File: src/rtl/sensor_display_pkg.sv
`default_nettype none
// ============================================================================
//  Module   : sensor_display_pkg
//  Purpose  : Shared types and constants for sensor_display_ctrl: direction
//             codes, 7-segment glyphs (active-low, bit6=g .. bit0=a) and the
//             hex font / direction glyph lookup helpers.
//  Revision : 1.0 - initial release
// ============================================================================
package sensor_display_pkg;

    typedef enum logic [2:0] {
        DIR_IDLE  = 3'd0,
        DIR_FWD   = 3'd1,
        DIR_RIGHT = 3'd2,
        DIR_LEFT  = 3'd3,
        DIR_REV   = 3'd4,
        DIR_STOP  = 3'd5
    } dir_e;

    localparam logic [6:0] C_SEG_BLANK  = 7'h7F;
    localparam logic [6:0] C_GLYPH_F    = 7'b0001110;
    localparam logic [6:0] C_GLYPH_R    = 7'b0101111;
    localparam logic [6:0] C_GLYPH_L    = 7'b1000111;
    localparam logic [6:0] C_GLYPH_B    = 7'b0000011;
    localparam logic [6:0] C_GLYPH_DASH = 7'b0111111;

    function automatic logic [6:0] hex_font(input logic [3:0] nib);
        logic [6:0] seg;
        case (nib)
            4'h0:    seg = 7'h40;
            4'h1:    seg = 7'h79;
            4'h2:    seg = 7'h24;
            4'h3:    seg = 7'h30;
            4'h4:    seg = 7'h19;
            4'h5:    seg = 7'h12;
            4'h6:    seg = 7'h02;
            4'h7:    seg = 7'h78;
            4'h8:    seg = 7'h00;
            4'h9:    seg = 7'h10;
            4'hA:    seg = 7'h08;
            4'hB:    seg = 7'h03;
            4'hC:    seg = 7'h46;
            4'hD:    seg = 7'h21;
            4'hE:    seg = 7'h06;
            default: seg = 7'h0E;
        endcase
        return seg;
    endfunction

    function automatic logic [6:0] dir_glyph(input dir_e d);
        logic [6:0] seg;
        case (d)
            DIR_FWD:   seg = C_GLYPH_F;
            DIR_RIGHT: seg = C_GLYPH_R;
            DIR_LEFT:  seg = C_GLYPH_L;
            DIR_REV:   seg = C_GLYPH_B;
            DIR_STOP:  seg = C_GLYPH_DASH;
            default:   seg = C_SEG_BLANK;
        endcase
        return seg;
    endfunction

endpackage
`default_nettype wire

File: src/rtl/sensor_display_ctrl_sen_debounce.sv
`default_nettype none
// ============================================================================
//  Module   : sen_debounce
//  Purpose  : 2-flop synchroniser followed by a stability counter. The
//             debounced level follows the synchronised input only after it
//             has differed from the current level for DEB_CYC consecutive
//             cycles; any return to the current level restarts the count.
//  Ports    : clk, rst_n (async, active-low)
//             d_i  - raw asynchronous input
//             q_o  - debounced level (reset 0)
//  Revision : 1.0 - initial release
// ============================================================================
module sen_debounce #(
    parameter int DEB_CYC = 1000
) (
    input  logic clk,
    input  logic rst_n,
    input  logic d_i,
    output logic q_o
);

    localparam int CW = (DEB_CYC > 1) ? $clog2(DEB_CYC) : 1;
    localparam logic [CW-1:0] C_CNT_LAST = CW'(DEB_CYC - 1);

    logic          meta_q;
    logic          sync_q;
    logic          lvl_q, lvl_d;
    logic [CW-1:0] cnt_q, cnt_d;

    always_ff @(posedge clk or negedge rst_n) begin
        if (!rst_n) begin
            meta_q <= 1'b0;
            sync_q <= 1'b0;
            lvl_q  <= 1'b0;
            cnt_q  <= '0;
        end else begin
            meta_q <= d_i;
            sync_q <= meta_q;
            lvl_q  <= lvl_d;
            cnt_q  <= cnt_d;
        end
    end

    // Counter only runs while the synchronised value disagrees with the
    // accepted level; the last count accepts the new level.
    always_comb begin
        lvl_d = lvl_q;
        cnt_d = cnt_q;
        if (sync_q == lvl_q) begin
            cnt_d = '0;
        end else if (cnt_q == C_CNT_LAST) begin
            lvl_d = sync_q;
            cnt_d = '0;
        end else begin
            cnt_d = cnt_q + CW'(1);
        end
    end

    assign q_o = lvl_q;

endmodule
`default_nettype wire

File: src/rtl/sensor_display_ctrl.sv
`default_nettype none
// ============================================================================
//  Module   : sensor_display_ctrl
//  Purpose  : Debounces four obstacle sensors, runs the direction FSM with a
//             minimum dwell time, counts avoidance commits and drives an
//             N_DIG-digit multiplexed 7-segment display (digit 0 = direction
//             glyph, digits 1.. = hex counter).
//  Ports    : clk, rst_n (async, active-low)
//             sen_f_i/sen_d_i/sen_e_i/sen_a_i - front/right/left/rear sensors
//             control_i - system enable
//             dir_o     - committed direction code
//             dir_chg_o - one-cycle pulse on each direction change
//             seg_n_o   - segments g..a, active-low
//             an_n_o    - digit enables, active-low
//  Config   : SEGDISP_LZB_EN - leading-zero blanking of counter digits
//  Revision : 1.0 - initial release
// ============================================================================
module sensor_display_ctrl
    import sensor_display_pkg::*;
#(
    parameter int N_DIG    = 4,
    parameter int DEB_CYC  = 1000,
    parameter int HOLD_CYC = 5000,
    parameter int SCAN_DIV = 2500
) (
    input  logic             clk,
    input  logic             rst_n,
    input  logic             sen_f_i,
    input  logic             sen_d_i,
    input  logic             sen_e_i,
    input  logic             sen_a_i,
    input  logic             control_i,
    output logic [2:0]       dir_o,
    output logic             dir_chg_o,
    output logic [6:0]       seg_n_o,
    output logic [N_DIG-1:0] an_n_o
);

    localparam int CW = 4 * (N_DIG - 1);
    localparam int HW = (HOLD_CYC > 1) ? $clog2(HOLD_CYC) : 1;
    localparam int DW = (SCAN_DIV > 1) ? $clog2(SCAN_DIV) : 1;
    localparam int IW = $clog2(N_DIG);
    localparam logic [HW-1:0] C_HOLD_LAST = HW'(HOLD_CYC - 1);
    localparam logic [DW-1:0] C_DIV_LAST  = DW'(SCAN_DIV - 1);
    localparam logic [IW-1:0] C_IDX_LAST  = IW'(N_DIG - 1);

    // ---------------- input conditioning ----------------
    logic [3:0] w_sen_raw;
    logic [3:0] w_sen_deb;   // [0]=f [1]=d [2]=e [3]=a
    logic       ctrl_meta_q, ctrl_sync_q;

    assign w_sen_raw = {sen_a_i, sen_e_i, sen_d_i, sen_f_i};

    for (genvar gi = 0; gi < 4; gi++) begin : g_deb
        sen_debounce #(.DEB_CYC(DEB_CYC)) u_deb (
            .clk   (clk),
            .rst_n (rst_n),
            .d_i   (w_sen_raw[gi]),
            .q_o   (w_sen_deb[gi])
        );
    end

    always_ff @(posedge clk or negedge rst_n) begin
        if (!rst_n) begin
            ctrl_meta_q <= 1'b0;
            ctrl_sync_q <= 1'b0;
        end else begin
            ctrl_meta_q <= control_i;
            ctrl_sync_q <= ctrl_meta_q;
        end
    end

    // ---------------- direction FSM ----------------
    dir_e          state_q, state_d;
    dir_e          w_decision;
    logic [HW-1:0] hold_q, hold_d;
    logic          w_hold_done;
    logic          w_commit;
    logic          w_count_en;
    logic          dir_chg_q;
    logic [CW-1:0] cnt_q, cnt_d;

    assign w_hold_done = (hold_q >= C_HOLD_LAST);

    always_comb begin
        w_decision = DIR_STOP;
        if (!w_sen_deb[0])      w_decision = DIR_FWD;
        else if (!w_sen_deb[1]) w_decision = DIR_RIGHT;
        else if (!w_sen_deb[2]) w_decision = DIR_LEFT;
        else if (!w_sen_deb[3]) w_decision = DIR_REV;
    end

    always_ff @(posedge clk or negedge rst_n) begin
        if (!rst_n) state_q <= DIR_IDLE;
        else        state_q <= state_d;
    end

    // Disable wins over the dwell timer; otherwise a non-IDLE state only
    // re-evaluates once the timer has reached its last count.
    always_comb begin
        state_d = state_q;
        if (!ctrl_sync_q) begin
            state_d = DIR_IDLE;
        end else if (state_q == DIR_IDLE) begin
            state_d = w_decision;
        end else if (w_hold_done && (w_decision != state_q)) begin
            state_d = w_decision;
        end
    end

    always_comb begin
        w_commit   = (state_d != state_q);
        w_count_en = w_commit && (state_d inside {DIR_RIGHT, DIR_LEFT, DIR_REV, DIR_STOP});
        hold_d     = hold_q;
        if (w_commit || (state_q == DIR_IDLE)) hold_d = '0;
        else if (!w_hold_done)                 hold_d = hold_q + HW'(1);
        cnt_d = w_count_en ? (cnt_q + CW'(1)) : cnt_q;
    end

    always_ff @(posedge clk or negedge rst_n) begin
        if (!rst_n) begin
            hold_q    <= '0;
            cnt_q     <= '0;
            dir_chg_q <= 1'b0;
        end else begin
            hold_q    <= hold_d;
            cnt_q     <= cnt_d;
            dir_chg_q <= w_commit;
        end
    end

    assign dir_o     = state_q;
    assign dir_chg_o = dir_chg_q;

    // ---------------- display scan ----------------
    logic [DW-1:0]    div_q, div_d;
    logic [IW-1:0]    idx_q, idx_d;
    logic [CW-1:0]    w_shift;
    logic [6:0]       seg_n_q, seg_n_d;
    logic [N_DIG-1:0] an_n_q, an_n_d;

    always_comb begin
        div_d = div_q;
        idx_d = idx_q;
        if (state_q == DIR_IDLE) begin
            div_d = '0;
            idx_d = '0;
        end else if (div_q == C_DIV_LAST) begin
            div_d = '0;
            idx_d = (idx_q == C_IDX_LAST) ? '0 : (idx_q + IW'(1));
        end else begin
            div_d = div_q + DW'(1);
        end
    end

    // w_shift holds nibble idx-1 in its low bits and every higher nibble
    // above it, so a zero value means "this and all higher digits are 0".
    always_comb begin
        w_shift = cnt_q >> {idx_q - IW'(1), 2'b00};
        seg_n_d = C_SEG_BLANK;
        an_n_d  = '1;
        if (state_q != DIR_IDLE) begin
            an_n_d = ~(N_DIG'(1) << idx_q);
            if (idx_q == '0) begin
                seg_n_d = dir_glyph(state_q);
            end else begin
                seg_n_d = hex_font(w_shift[3:0]);
`ifdef SEGDISP_LZB_EN
                if ((idx_q > IW'(1)) && (w_shift == '0)) seg_n_d = C_SEG_BLANK;
`endif
            end
        end
    end

    always_ff @(posedge clk or negedge rst_n) begin
        if (!rst_n) begin
            div_q   <= '0;
            idx_q   <= '0;
            seg_n_q <= C_SEG_BLANK;
            an_n_q  <= '1;
        end else begin
            div_q   <= div_d;
            idx_q   <= idx_d;
            seg_n_q <= seg_n_d;
            an_n_q  <= an_n_d;
        end
    end

    assign seg_n_o = seg_n_q;
    assign an_n_o  = an_n_q;

endmodule
`default_nettype wire
File: config.mk
export PLATFORM = sky130hd
export DESIGN_NAME = sensor_display_ctrl
export DESIGN_NICKNAME = d
export VERILOG_FILES = /design/src/rtl/sensor_display_pkg.sv /design/src/rtl/sensor_display_ctrl_sen_debounce.sv /design/src/rtl/sensor_display_ctrl.sv
export SDC_FILE = /design/constraint.sdc
export NUM_CORES = 1
export LEC_CHECK = 0
export ABC_AREA = 1
export ABC_CLOCK_PERIOD_IN_PS = 4800
export CORE_MARGIN = 2
export CORE_UTILIZATION = 25
export CTS_CLUSTER_SIZE = 30
export DETAILED_ROUTE_END_ITERATION = 6
export PLACE_DENSITY = 0.44
export SLEW_MARGIN = 30
export SYNTH_ARGS = -nofsm -noshare
export SYNTH_HDL_FRONTEND = slang
export SYNTH_SLANG_ARGS = --single-unit
File: constraint.sdc
create_clock -name clk -period 4.8 [get_ports clk]
set_clock_uncertainty 0.2 [all_clocks]
set_input_delay 0.96 -clock clk [delete_from_list [all_inputs] [get_ports clk]]
set_output_delay 0.96 -clock clk [all_outputs]
set_load 0.02 [all_outputs]
==> qor.yml <==
cts_buffers: 9
yosysMostFrequentCell: "nand2_1"
power.density_nw_per_um2: 381
drive_above_1_share_pct: 7.52
root_buffer: "clkbuf_16"
relSlewSlack_pct: 55.4
fp-row-count: 53
synth_top_area_share_pct: 44.8
die_h_um: 151
hold_viol: 0
ys_seq_area_share_pct: 50.2
synthTopCellsByCount: "117 x nand2_1, 97 x dfrtp_1, 94 x nor2_1"
syn2layout_area_growth_pct: 15.8
total_power_w: 0.00239
setup_ws_ns: 1.66
fin_cells: 940
critical_path_required_ns: 4.87
period_needed_ns: 3.14
synthDistinctLibCells: 40
design.core.area_um2: 21200
wl_um: 10800
maxCapViolations: 0
drv_slew: 0
ys_ff_latch: 108
post_cts_buffers: 0
htree_levels: 3
clock-sinks: 108
via_count: 4041
grt_pass1_vias: 4166
gp_congestion: 0.757
grt_remaining_overflow: 0
drcViolationCount: 0
synth_area_leaders: "dfrtp_1 45%, nand2_1 8.1%, nor2_1 6.5%, inv_1 5.4%, dfstp_2 5.3%"
yosys_warnings: 0
timing.final.crit_share_pct: 65.5
final.setup.tns_ns: 0
cp_max_fo: 10
portBuffers: 21
leakage_nw: 2.79
cts_tree: "built"
grt_max_degree: 109
fmax_mhz: 318
critical_path_class: "reg2reg"
via_per_inst: 4.30
drtIter0Drc: 151
synth_top_cell_by_area: "dfrtp_1"
setup_viol: 0
dp_cells: 924
synth_edf_count: 0
hold_buffers: 0
ant_nets: 0
place_ws_ns: 1.69
antenna_cells: 0
end_kind: "flop"
io_pins: 22
ir_worst_vdd_uv: 174
worst_setup_path_start_kind: "flop"
ys_async_sr_fraction_pct: 100
grt_setup_unrepaired: "false"
syn_area_um2: 5420
cts-resized-gates: 0
synthesis.nets: 657
syn_avg_cell_area_um2: 8.56
hpwl_um: 7750
syn_inst: 633
die_width_um: 151
clkTransAtPathRegs_ns: 0.08
clock_path_buffers: 2
grt_first_pass_wirelength_um: 19100
first_pass_iters: 6
nets: 684
hold_class: "reg2reg"
antenna_found_initial: 0
grt_usage_pct: 10.4
tightest_slew_ns: 0.665
wl_per_cell_um: 11.5
status: "finished, final reports clean"
synth_flop_cell: "dfrtp_1"
clock_latency_ns: 0.36
dieArea_um2: 22900
start_util_pct: 25.6
cp.arrival_ns: 3.21
state kept, by name (all words and copies together), names as in the netlist:
name and flops:
g_deb.u_deb.cnt_q 40, hold_q 13, cnt_q 12, div_q 12
seg_n_o 7, an_n_o 4, g_deb.u_deb.meta_q 4, g_deb.u_deb.q_o 4
g_deb.u_deb.sync_q 4, dir_o 3, idx_q 2, ctrl_meta_q 1
ctrl_sync_q 1, dir_chg_o 1
path summary, 6_finish.rpt:
| path | endpoint | slack (ns) | from | depth (start not counted) |
|---|---|---|---|---|
| worst min-delay path | g_deb[0].u_deb.sync_q | 0.15 | g_deb[0].u_deb.meta_q | 0 |
| min in group asynchronous | g_deb[3].u_deb.cnt_q[5] | 0.47 | rst_n | 2 |
| max in group asynchronous | g_deb[2].u_deb.meta_q | 3.49 | rst_n | 2 |
| worst max register to register | seg_n_o[3] | 1.66 | idx_q[0] | 11 |
| worst max-delay path | seg_n_o[3] | 1.66 | idx_q[0] | 11 |
| worst min register to register | g_deb[0].u_deb.sync_q | 0.15 | g_deb[0].u_deb.meta_q | 0 |
metal layers:
| metal | part of all wire (%) | wire length (um) | GRT usage, % | up-vias |
|---|---|---|---|---|
| li1 | - | - | - | 2083 |
| met1 | 48 | 5180 | 12.9 | 1929 |
| met2 | 49 | 5340 | 17.9 | 23 |
| met3 | 1.8 | 197 | 2.80 | 6 |
| met4 | 0.90 | 97 | 2.62 | 0 |
| met5 | 0 | 0 | 0 | - |
cell usage in the layout, fill, tap and decap left out, types with 2 or more instances in the layout:
master           instances
inv_1                   78
nor3b_1                  4
o211ai_1                 6
xor2_1                  30
o21ai_1                  2
a21oi_1                 20
nand2_4                  2
xnor2_1                  8
o21ai_0                 24
nand4_1                 14
ha_1                    17
inv_2                    3
nand3_2                  2
clkdlybuf4s50_1         20
nor3_1                  29
buf_4                    2
nand3b_1                 4
dfrtp_1                 97
nor3_2                   2
nand3_1                 40
nor2_1                  94
clkbuf_16                9
nand2_1                117
nand2_2                  5
a31oi_1                  2
inv_6                    3
nor4_1                   3
dfstp_2                 11
cell families after synthesis:
kind of cell	synth area share [%]
simple gates	27.1
fa+ha+maj	3.93
buf+inv	6.47
flops	50.2
xor+xnor	6.45
compound gates	5.94
through the flow:
stage                     utilization (%)  instance area [um2]  hold WS (ns)
after CTS                            29.6                 6270         0.157
after global routing                 29.6                 6270         0.167
after detailed placement             28.1                 5950         0.138
after floorplan                         -                 5420         0.131
final                                29.6                 6270         0.152
after global placement               28.1                 5950         0.139
where the power goes:
group          leakage, nW  internal (W)  switching, W
combinational         1.21      0.000193      0.000330
sequential            1.43       0.00101     0.0000590
clock                0.156      0.000420      0.000376
total                 2.79       0.00162      0.000765
layout make-up:
cell class	count	area, um2
sequential	108	2720
inverter	82	308
clock inverter	7	92.6
clock buffer	9	225
multi-input combinational	436	2350
tap	275	344
timing repair buffer	23	235
fill	2225	14900
worst max-delay path, cell delays in order (launching register included):
cell and delay [ns]:
dfrtp_1 0.52, clkinv_1 0.28, ha_1 0.47, o21ai_0 0.55, inv_1 0.18, ha_1 0.29
nand2_1 0.09, o21ai_0 0.09, inv_1 0.06, nor2_1 0.03, o21ai_0 0.18, o211ai_1 0.11
No activity file was read; power rests on OpenSTA's default activity.
